[config.mk]
export PLATFORM = sky130hd
export DESIGN_NAME = io_port_bridge
export DESIGN_NICKNAME = d
export VERILOG_FILES = /design/src/rtl/io_port_bridge.sv
export SDC_FILE = /design/constraint.sdc
export NUM_CORES = 1
export LEC_CHECK = 0
export CAP_MARGIN = 20
export CORE_AREA = 2 2 105 107
export DETAILED_ROUTE_END_ITERATION = 7
export DIE_AREA = 0 0 107 109
export PLACE_DENSITY = 0.59
export SETUP_SLACK_MARGIN = 0.05
export SKIP_LAST_GASP = 1
export SYNTH_ARGS = -nofsm -noshare
export SYNTH_HDL_FRONTEND = slang
export SYNTH_SLANG_ARGS = --single-unit
[constraint.sdc]
create_clock -name CLK -period 7.5 [get_ports CLK]
set_clock_uncertainty 0.15 [all_clocks]
set_input_delay 1.125 -clock CLK [delete_from_list [all_inputs] [get_ports CLK]]
set_output_delay 1.125 -clock CLK [all_outputs]
set_load 0.02 [all_outputs]
[src/rtl/io_port_bridge.sv]
// Processor I/O bridge: an input FIFO from an external valid/ready producer to the CPU,
// and a single-entry output holding register from the CPU to an external valid/ready consumer.
module io_port_bridge #(
  parameter int WIDTH = 16,
  parameter int DEPTH = 4
) (
  input  logic                     CLK,
  input  logic                     reset,
  input  logic [WIDTH-1:0]         CPUOut,
  input  logic                     CPUWrite,
  input  logic                     CPURead,
  output logic [WIDTH-1:0]         IOIn,
  output logic                     InAvail,
  output logic [$clog2(DEPTH):0]   InCount,
  output logic                     OutBusy,
  input  logic [WIDTH-1:0]         ExtInData,
  input  logic                     ExtInValid,
  output logic                     ExtInReady,
  output logic [WIDTH-1:0]         ExtOutData,
  output logic                     ExtOutValid,
  input  logic                     ExtOutReady,
  input  logic                     ErrClear,
  output logic                     Overflow,
  output logic                     Underflow
);

  localparam int PW = $clog2(DEPTH);
  localparam int CW = PW + 1;

  typedef enum logic {OUT_EMPTY, OUT_FULL} out_state_t;

  logic [WIDTH-1:0] mem_q [DEPTH];
  logic [DEPTH-1:0] wr_en;
  logic [PW-1:0]    wr_ptr_q, wr_ptr_d;
  logic [PW-1:0]    rd_ptr_q, rd_ptr_d;
  logic [CW-1:0]    count_q, count_d;
  out_state_t       out_state_q, out_state_d;
  logic [WIDTH-1:0] out_data_q, out_data_d;
  logic             overflow_q, overflow_d;
  logic             underflow_q, underflow_d;

  logic push, pop, fifo_empty;
  logic overflow_set, underflow_set;

  assign fifo_empty = (count_q == '0);
  // Readiness comes from the registered count only, so a pop never frees a slot for the same edge.
  assign ExtInReady = (count_q < CW'(DEPTH));
  assign push       = ExtInValid && ExtInReady;
  assign pop        = CPURead && !fifo_empty;

  genvar gi;
  generate
    for (gi = 0; gi < DEPTH; gi++) begin : g_wr_en
      assign wr_en[gi] = push && (wr_ptr_q == PW'(gi));
    end
  endgenerate

  // Storage carries no reset; the count alone decides which entries are live.
  always_ff @(posedge CLK) begin
    for (int i = 0; i < DEPTH; i++) begin
      if (wr_en[i]) mem_q[i] <= ExtInData;
    end
  end

  always_comb begin
    wr_ptr_d      = wr_ptr_q;
    rd_ptr_d      = rd_ptr_q;
    count_d       = count_q;
    out_state_d   = out_state_q;
    out_data_d    = out_data_q;
    overflow_set  = 1'b0;
    underflow_set = CPURead && fifo_empty;

    if (push) wr_ptr_d = wr_ptr_q + PW'(1);
    if (pop)  rd_ptr_d = rd_ptr_q + PW'(1);
    count_d = count_q + CW'(push) - CW'(pop);

    case (out_state_q)
      OUT_EMPTY: begin
        if (CPUWrite) begin
          out_data_d  = CPUOut;
          out_state_d = OUT_FULL;
        end
      end
      OUT_FULL: begin
        if (ExtOutReady) begin
          if (CPUWrite) out_data_d = CPUOut;
          else          out_state_d = OUT_EMPTY;
        end else if (CPUWrite) begin
          overflow_set = 1'b1;
        end
      end
      default: out_state_d = OUT_EMPTY;
    endcase

    overflow_d  = overflow_set  || (overflow_q  && !ErrClear);
    underflow_d = underflow_set || (underflow_q && !ErrClear);
  end

  always_ff @(posedge CLK or posedge reset) begin
    if (reset) begin
      wr_ptr_q    <= '0;
      rd_ptr_q    <= '0;
      count_q     <= '0;
      out_state_q <= OUT_EMPTY;
      out_data_q  <= '0;
      overflow_q  <= 1'b0;
      underflow_q <= 1'b0;
    end else begin
      wr_ptr_q    <= wr_ptr_d;
      rd_ptr_q    <= rd_ptr_d;
      count_q     <= count_d;
      out_state_q <= out_state_d;
      out_data_q  <= out_data_d;
      overflow_q  <= overflow_d;
      underflow_q <= underflow_d;
    end
  end

  assign IOIn        = fifo_empty ? '0 : mem_q[rd_ptr_q];
  assign InAvail     = !fifo_empty;
  assign InCount     = count_q;
  assign ExtOutData  = out_data_q;
  assign ExtOutValid = (out_state_q == OUT_FULL);
  assign OutBusy     = ExtOutValid;
  assign Overflow    = overflow_q;
  assign Underflow   = underflow_q;

endmodule

# [Word level (Yosys, flattened, before mapping)]
# Memory sizes are Yosys's and may differ from the RTL's.
# Index checks and enable logic that the tools add are counted.
[word_totals] inputBits=39 ff_bits=26 ram_bits=64 n_memories=1 wordCells=62
[op_classes] n_reduce_logical=18 bitwise=1 n_mux=26 n_lt_le_gt_ge=1 add_sub_neg=4 eq_ne=4
[mem_list] name="mem_q" depth=4 width=16 rd=1 rd_clocked_by_memory_dff=0 write_ports=1 line="32" text="logic [WIDTH-1:0] mem_q [DEPTH];"
[ops] op="$mux W16" count=6
[ops] op="$reduce_or A16 Y1" count=3
[ops] op="$pmux W16 S2" count=1
[ops] op="$mux W1" count=15
[ops] op="$logic_and A1 B1 Y1" count=9
[ops] op="$mux W2" count=3
[ops] op="$add A2 B1 Y2 const B" count=2
[ops] op="$eq A2 B2 Y1 const B" count=2
[ops] op="$add A3 B1 Y3" count=1
[ops] op="$logic_not A3 Y1" count=1
[ops] op="$lt A3 B3 Y1 const B" count=1
[ops] op="$sub A3 B1 Y3" count=1
[ops] op="$eq A2 B1 Y1 const B" count=1
[ops] op="$logic_not A1 Y1" count=2
[ops] op="$logic_not A2 Y1" count=1
[ops] op="$logic_or A1 B1 Y1" count=2
[ops] op="$ne A2 B2 Y1 const B" count=1
[ops] op="$pmux W1 S2" count=1
[ops] op="$not A1 Y1" count=1

# [Logic depth before layout (Yosys ltp)]
# Gate-level depths: netlist (run 1).
[logic_depth] ltp_word=9 ltp_mapped=9

# [Worst setup path after synthesis (run 1)]
# OpenSTA, ideal clock, no wires.
[synth_timing] path_type="input-to-reg" startpoint="in ExtInValid" endpoint="reg count_q[2] (netlist: InCount[2])" t_arrival_ps=2604 required_ps=7227 stages=9 setup_slack_ps=4623 path_cell_list="nor2b_1 clkbuf_1 inv_1 ha_1 inv_1 ha_1 fa_1 xnor2_1 xnor2_1"
[synth_between] elab_chain_cells=3
[synth_lines] element="from (decl)" line="17" text="input logic ExtInValid,"
[synth_lines] element="$logic_and A1 B1 Y1" line="48" text="assign push = ExtInValid && ExtInReady;"
[synth_lines] element="$add A3 B1 Y3" line="76" text="count_d = count_q + CW'(push) - CW'(pop);"
[synth_lines] element="$sub A3 B1 Y3" line="76"
[synth_lines] element="named net count_d[2]" line="36" text="logic [CW-1:0] count_q, count_d;"
[synth_lines] element="to (signal assigned)" line="112" text="count_q <= count_d;"
[synth_lines] element="to (decl)" line="36"
# The timed path passes the listed nets, and every way through them passes these cells.
# A chain may end at the register's enable or synchronous reset.

# [Worst setup path in the final report (run 1)]
[layout_timing] startpoint="reg rd_ptr_q[1]" endpoint="out IOIn[6]"
[layout_between] elab_chain_cells=2
[layout_lines] element="from (decl)" line="35" text="logic [PW-1:0] rd_ptr_q, rd_ptr_d;"
[layout_lines] element="from (signal assigned)" line="111" text="rd_ptr_q <= rd_ptr_d;"
[layout_lines] element="$mem_v2 Z4 W16"
[layout_lines] element="$mux W16" line="120" text="assign IOIn = fifo_empty ? '0 : mem_q[rd_ptr_q];"
[layout_lines] element="to (decl)" line="12" text="output logic [WIDTH-1:0] IOIn,"
# Every way passes these cells.

==> results.txt, run 1 <==
Area grow syn2layout: 31.89%
Post-CTS sizing: 0
Hold Path Class: reg2reg
Die area: 11660 sq um
TritonCTS Buffers: 9
RSZ-0062 raised after global routing: no
Core area: 10600 sq um
Endpoint class of the critical path: output port
Crit Path Class: reg2out
Most common cell in the synthesized netlist: edfxtp_1
WL/cell: 15.84 um
Residual DRC count: 0
Post-Syn Area: 3578 sq um
Number of diodes: 0
Largest family of logic cells by synthesized area: multiplexers
WP data arrival: 2.35 ns
CTS tree: built
Min-delay src: ExtOutData[14]$_DFFE_PP0P_
RePlAce Congestion: 0.6137
WL final: 6559 um
Crit path launch type: register
DRT iter0 DRCs: 94
Final hold vios: 0
Pwr per Cell Area: 349.3 nW/um^2
Ports: 80
# rows: 38
Proportion of layout cells with a drive suffix above 1: 0.1496
Setup TNS: 0 ns
Vias: 1846
Hold path depth: 1
Die height: 109 um
Post-Synth XOR/XNOR Area: 0.01224
Compound-cell area share of the yosys netlist: 0.004895
Final instance area: 4720 sq um
Yosys top cell area share: 0.5371
Die Wd: 107 um
Worst reg2reg path endpoint: InCount[2]$_DFF_PP0_
Initial Utilization: 0.3375
Slew headroom: 0.3983
Simple-Gate Fraction of Synth Area: 0.04650
Flop-to-flop setup slack: 4.65 ns
Hold Path End: ExtOutData[14]$_DFFE_PP0P_
Placed inst area: 4477 sq um
Ys flop type: edfxtp_1
Clock-pin slew on the worst setup and hold paths: 0.09 ns
Leak pwr: 1.704 nW
Total track usage: 0.1171
Area leader, netlist: edfxtp_1
Setup violators final: 0
Htree depth: 3
Outcome: finished, final reports clean
HPWL after DPL: 4245 um
DRT antenna net count: 0
Top cells by count, synth: 64 x edfxtp_1, 26 x dfrtp_1, 21 x and2_1, 16 x mux2_2, 12 x inv_1
Critical Path Fanout Max: 17
Pins Over Slew Limit: 0
Synth Area in Adders: 0.02657
Antenna violations before repair: 0
Worst-skew pair later-pin latency: 0.35 ns
Nets: 315
Post-CTS setup buffer count: 0
First-pass iteration count of the detailed router: 4
Vias in the first global route: 1863
Crit path required time: 6.22 ns
Post-synth cell types: 23
Avg Inst Size Synth: 19.24 sq um
Synth warnings: 0
Reg2reg start: InCount[0]$_DFF_PP0_
FF-to-FF path depth: 8
Multiplexer share of the synthesized area: 0.1594
Fraction of registers with async set/reset: 0.2889
Minimum clock period: 3.630 ns
Post-DR vias/cell: 4.459
Hold buffer count at cts: 0
Maximum VDD drop: 120.9 uV
Fmax: 275.5 MHz
Sequential cell area fraction in the yosys report: 0.7189
Clk sink count: 90
Largest net degree at the start of global routing: 27
Maximum clock path buffer count: 2
Top cells by area, synth: edfxtp_1 54%, dfrtp_1 18%, mux4_1 5.9%
#FFs+latches synth: 90
Post-Syn Nets: 232
Port Buf Inserts: 79
First-pass GRT wire length: 9942 um
Total gr overflow: 0
Max_cap viols: 0
Mapped Cells: 186
Root Buffer: clkbuf_8
Worst slew pin tran: 0.9025 ns
Final period utilization: 0.4840
Post-synth EDFFs: 64
-- routing by layer --
layer / GRT usage / wire [um] / up-vias / part of all wire
met4: 0.05288 / 101 / 0 / 0.015
met5: 0 / 0 / - / 0
li1: - / - / 860 / -
met3: 0.03168 / 258 / 8 / 0.039
met1: 0.1466 / 2768 / 937 / 0.42
met2: 0.1915 / 3431 / 41 / 0.52
-- power breakdown --
group,switching (mW),internal (mW),total [mW]
logic,0.301,0.342,0.643
registers,0.0542,0.623,0.677
clock network,0.172,0.156,0.328
-- placed cells by master (no fill, tap or decap) --
master and instances:
fa_1 1, mux2_2 16, edfxtp_1 64, or3_1 1, nand2b_1 1, clkdlybuf4s50_1 79
clkinvlp_4 1, dfrtp_1 26, mux4_1 8, o22ai_1 2, nand3_1 1, xor2_1 1
inv_1 12, nor2b_1 1, and2_1 21, o21ai_0 1, ha_1 6, inv_6 2
buf_8 1, xnor2_1 4, mux4_2 8, buf_16 1, clkinv_1 1, clkinv_4 2
clkbuf_8 9, bufinv_16 1, nand2_1 3
-- metrics by stage --
stage	instances	power, mW	util	worst slack [ns]	hold WS [ns]
floorplan	186	1.067	-	4.623	0.4296
global placement	396	1.313	0.4222	3.813	0.3385
detailed placement	396	1.326	0.4222	3.799	0.3422
CTS	412	1.654	0.4411	3.410	0.3632
global route	414	1.737	0.4451	3.755	0.3753
finish	414	1.648	0.4451	3.870	0.3597
-- worst max-delay path by stage --
stage               cells after the start  slack, ns                    start                   end
finish                                  3       3.87  rd_ptr_q[1]$_DFFE_PP0P_               IOIn[6]
global route                            3       3.76  rd_ptr_q[1]$_DFFE_PP0P_               IOIn[9]
CTS                                     3       3.41  rd_ptr_q[0]$_DFFE_PP0P_               IOIn[7]
detailed placement                      3       3.80  rd_ptr_q[0]$_DFFE_PP0P_               IOIn[7]
global placement                        3       3.81  rd_ptr_q[0]$_DFFE_PP0P_               IOIn[7]
floorplan                               9       4.62               ExtInValid  InCount[2]$_DFF_PP0_
-- state kept, by name (all words and copies together) (netlist names) --
signal and flops:
ExtOutValid 1, Overflow 1, wr_ptr_q 2, ExtOutData 16, rd_ptr_q 2, mem_q 64, InCount 3, Underflow 1
-- cells by family (layout without fill, tap and decap cells) --
| group | count (synthesis) | in the layout |
|---|---|---|
| muxes | 32 | 32 |
| DFF | 90 | 90 |
| xor gates and xnor gates | 5 | 5 |
| buffers and inverters | 21 | 109 |
| adders and majority gates | 7 | 7 |
| and+or+nand+nor | 28 | 28 |
| AOI/OAI and AO/OA | 3 | 3 |
-- cell type report --
type / count / area (sq um)
clock buffers: 9 / 123.9
well taps: 140 / 175.2
repair buffers: 81 / 833.3
inverters: 12 / 45.04
fillers: 932 / 5883
clock inverters: 7 / 76.32
flip-flops and latches: 90 / 2572
multi-input cells: 75 / 893.4
-- critical path: stages, from the launching register on --
cell             delay [ns]
dfrtp_1                0.87
mux4_2                 0.40
and2_1                 0.19
clkdlybuf4s50_1        0.54
(Power assumes the default switching activity.)
==> inputs of run 2 (changes only) <==
- clock period: 7.5 -> 3.6 ns (I/O delays scaled with it)
==> results.txt, run 2 (synthesis gave the netlist of run 1 again) <==
Outcome: finished, final reports clean
Reg2reg start: InCount[0]$_DFF_PP0_
Total track usage: 0.1163
HPWL after DPL: 4278 um
Hold path depth: 1
# rows: 38
Most frequent cells in the layout: 79 x clkdlybuf4s50_1, 64 x edfxtp_1, 26 x dfrtp_1
Critical path launch point: rd_ptr_q[0]$_DFFE_PP0P_
Area grow syn2layout: 32.59%
Hold Path End: ExtOutData[2]$_DFFE_PP0P_
First-pass iteration count of the detailed router: 4
Critical Path Fanout Max: 12
Worst-skew pair later-pin latency: 0.35 ns
WL final: 6377 um
Seq pwr share: 0.411
Clock Power Share: 0.190
Leading cell type in the layout, fill and taps excluded: clkdlybuf4s50_1
Combinational Power Share: 0.399
Fmax: 323.0 MHz
DRT iter0 DRCs: 69
NetSw: 1.056 mW
Pwr per Cell Area: 714.3 nW/um^2
Minimum clock period: 3.096 ns
CTS tree: built
Max stage delay on crit path: 0.59 ns
WL/cell: 15.26 um
Die Wd: 107 um
Crit path required time: 2.91 ns
Port Buf Inserts: 79
Max_cap viols: 0
Post-CTS sizing: 0
Vias in the first global route: 1905
Max FFs per register: 64
Core area: 10600 sq um
Clk sink count: 90
First-pass GRT wire length: 9791 um
WP data arrival: 2.41 ns
Number of diodes: 0
Nets: 320
Min-delay src: ExtOutData[2]$_DFFE_PP0P_
Antenna violations before repair: 0
Tot Pwr: 3.389 mW
Htree depth: 3
Hold buffer count at cts: 0
Maximum clock path buffer count: 2
Crit path launch type: register
Proportion of layout cells with a drive suffix above 1: 0.1547
Final hold vios: 0
RePlAce Congestion: 0.6606
Crit Path Class: reg2out
Setup TNS: 0 ns
FF-to-FF path depth: 8
Setup violators final: 0
Register bank with the most flops: mem_q
TritonCTS Buffers: 9
Pins Over Slew Limit: 0
Vias: 1846
Leak pwr: 1.727 nW
Worst slew pin tran: 0.7193 ns
Ports: 80
Root Buffer: clkbuf_8
Final period utilization: 0.8601
Endpoint class of the critical path: output port
Initial Utilization: 0.3375
Largest net degree at the start of global routing: 27
RSZ-0062 raised after global routing: no
Flop-to-flop setup slack: 0.80 ns
Die area: 11660 sq um
Clock-pin slew on the worst setup and hold paths: 0.08 ns
Die height: 109 um
Residual DRC count: 0
Total gr overflow: 0
Total of fill cells in the finished design: 927
Hold Path Class: reg2reg
Slew headroom: 0.5193
Net Sw Frac: 0.3116
Post-CTS setup buffer count: 0
Worst reg2reg path endpoint: InCount[2]$_DFF_PP0_
Post-DR vias/cell: 4.416
Final Util: 0.4475
Worst-path cell chain: buf_12 > mux4_1 > and2_1 > clkdlybuf4s50_1
Maximum VDD drop: 247.1 uV
Crit path max-delay cell type: dfrtp_1
DRT antenna net count: 0
P_int: 2.333 mW
[run 2: cell count changes in the layout (fill, tap and decap cells not counted)]
| cell | previous run | this run |
|---|---|---|
| buf_12 | 0 | 1 |
| clkinv_1 | 1 | 2 |
| buf_8 | 1 | 0 |
| buf_4 | 0 | 5 |
| inv_6 | 2 | 1 |
| clkbuf_1 | 0 | 1 |
| clkinvlp_4 | 1 | 0 |
| clkinv_4 | 2 | 1 |
[run 2: routing by layer]
| metal | global-route usage | vias to the layer above | part of all wire |
|---|---|---|---|
| met3 | 0.02391 | 12 | 0.034 |
| met4 | 0.07236 | 0 | 0.027 |
| met1 | 0.1433 | 932 | 0.42 |
| met5 | 0 | - | 0 |
| met2 | 0.1888 | 33 | 0.52 |
| li1 | - | 869 | - |
[run 2: final cells by class]
type,instances,area [sq um],share of cell area
clock inverter,5,55.05,0.01160
sequential,90,2572,0.5422
tap,140,175.2,0.03692
clock buffer,10,127.6,0.02690
multi-input combinational,75,893.4,0.1883
timing repair buffer,86,875.8,0.1846
inverter,12,45.04,0.009494
[run 2: power by group through the flow]
stage               clock [mW]  combinational (mW)  sequential [mW]
floorplan                    0               0.791             1.43
global placement             0                1.37             1.42
detailed placement           0                1.38             1.42
CTS                      0.666                1.38             1.40
global route             0.709                1.46             1.42
finish                   0.642                1.35             1.39
[run 2: worst max-delay path, delay by kind of cell (launching register included)]
kind	cells	cell delay (ns)
muxes	1	0.54
DFF	1	0.59
and+or+nand+nor	1	0.17
buffers and inverters	2	0.75
[run 2: stage by stage]
step	area, sq um	hold WS [ns]	std cells	setup WS, ns
2_1_floorplan	3578	0.4296	186	1.035
3_3_place_gp	4534	0.3379	402	0.7289
3_5_place_dp	4534	0.3438	402	0.6893
4_1_cts	4717	0.3626	417	0.4236
5_1_grt	4745	0.3707	418	0.3707
6_report	4745	0.3590	418	0.5037
[run 2: worst max-delay path by stage]
stage                                end  slack [ns]
floorplan           InCount[2]$_DFF_PP0_        1.04
global placement    InCount[2]$_DFF_PP0_        0.73
detailed placement  InCount[2]$_DFF_PP0_        0.69
CTS                              IOIn[2]        0.42
global route                     IOIn[2]        0.37
finish                           IOIn[2]        0.50
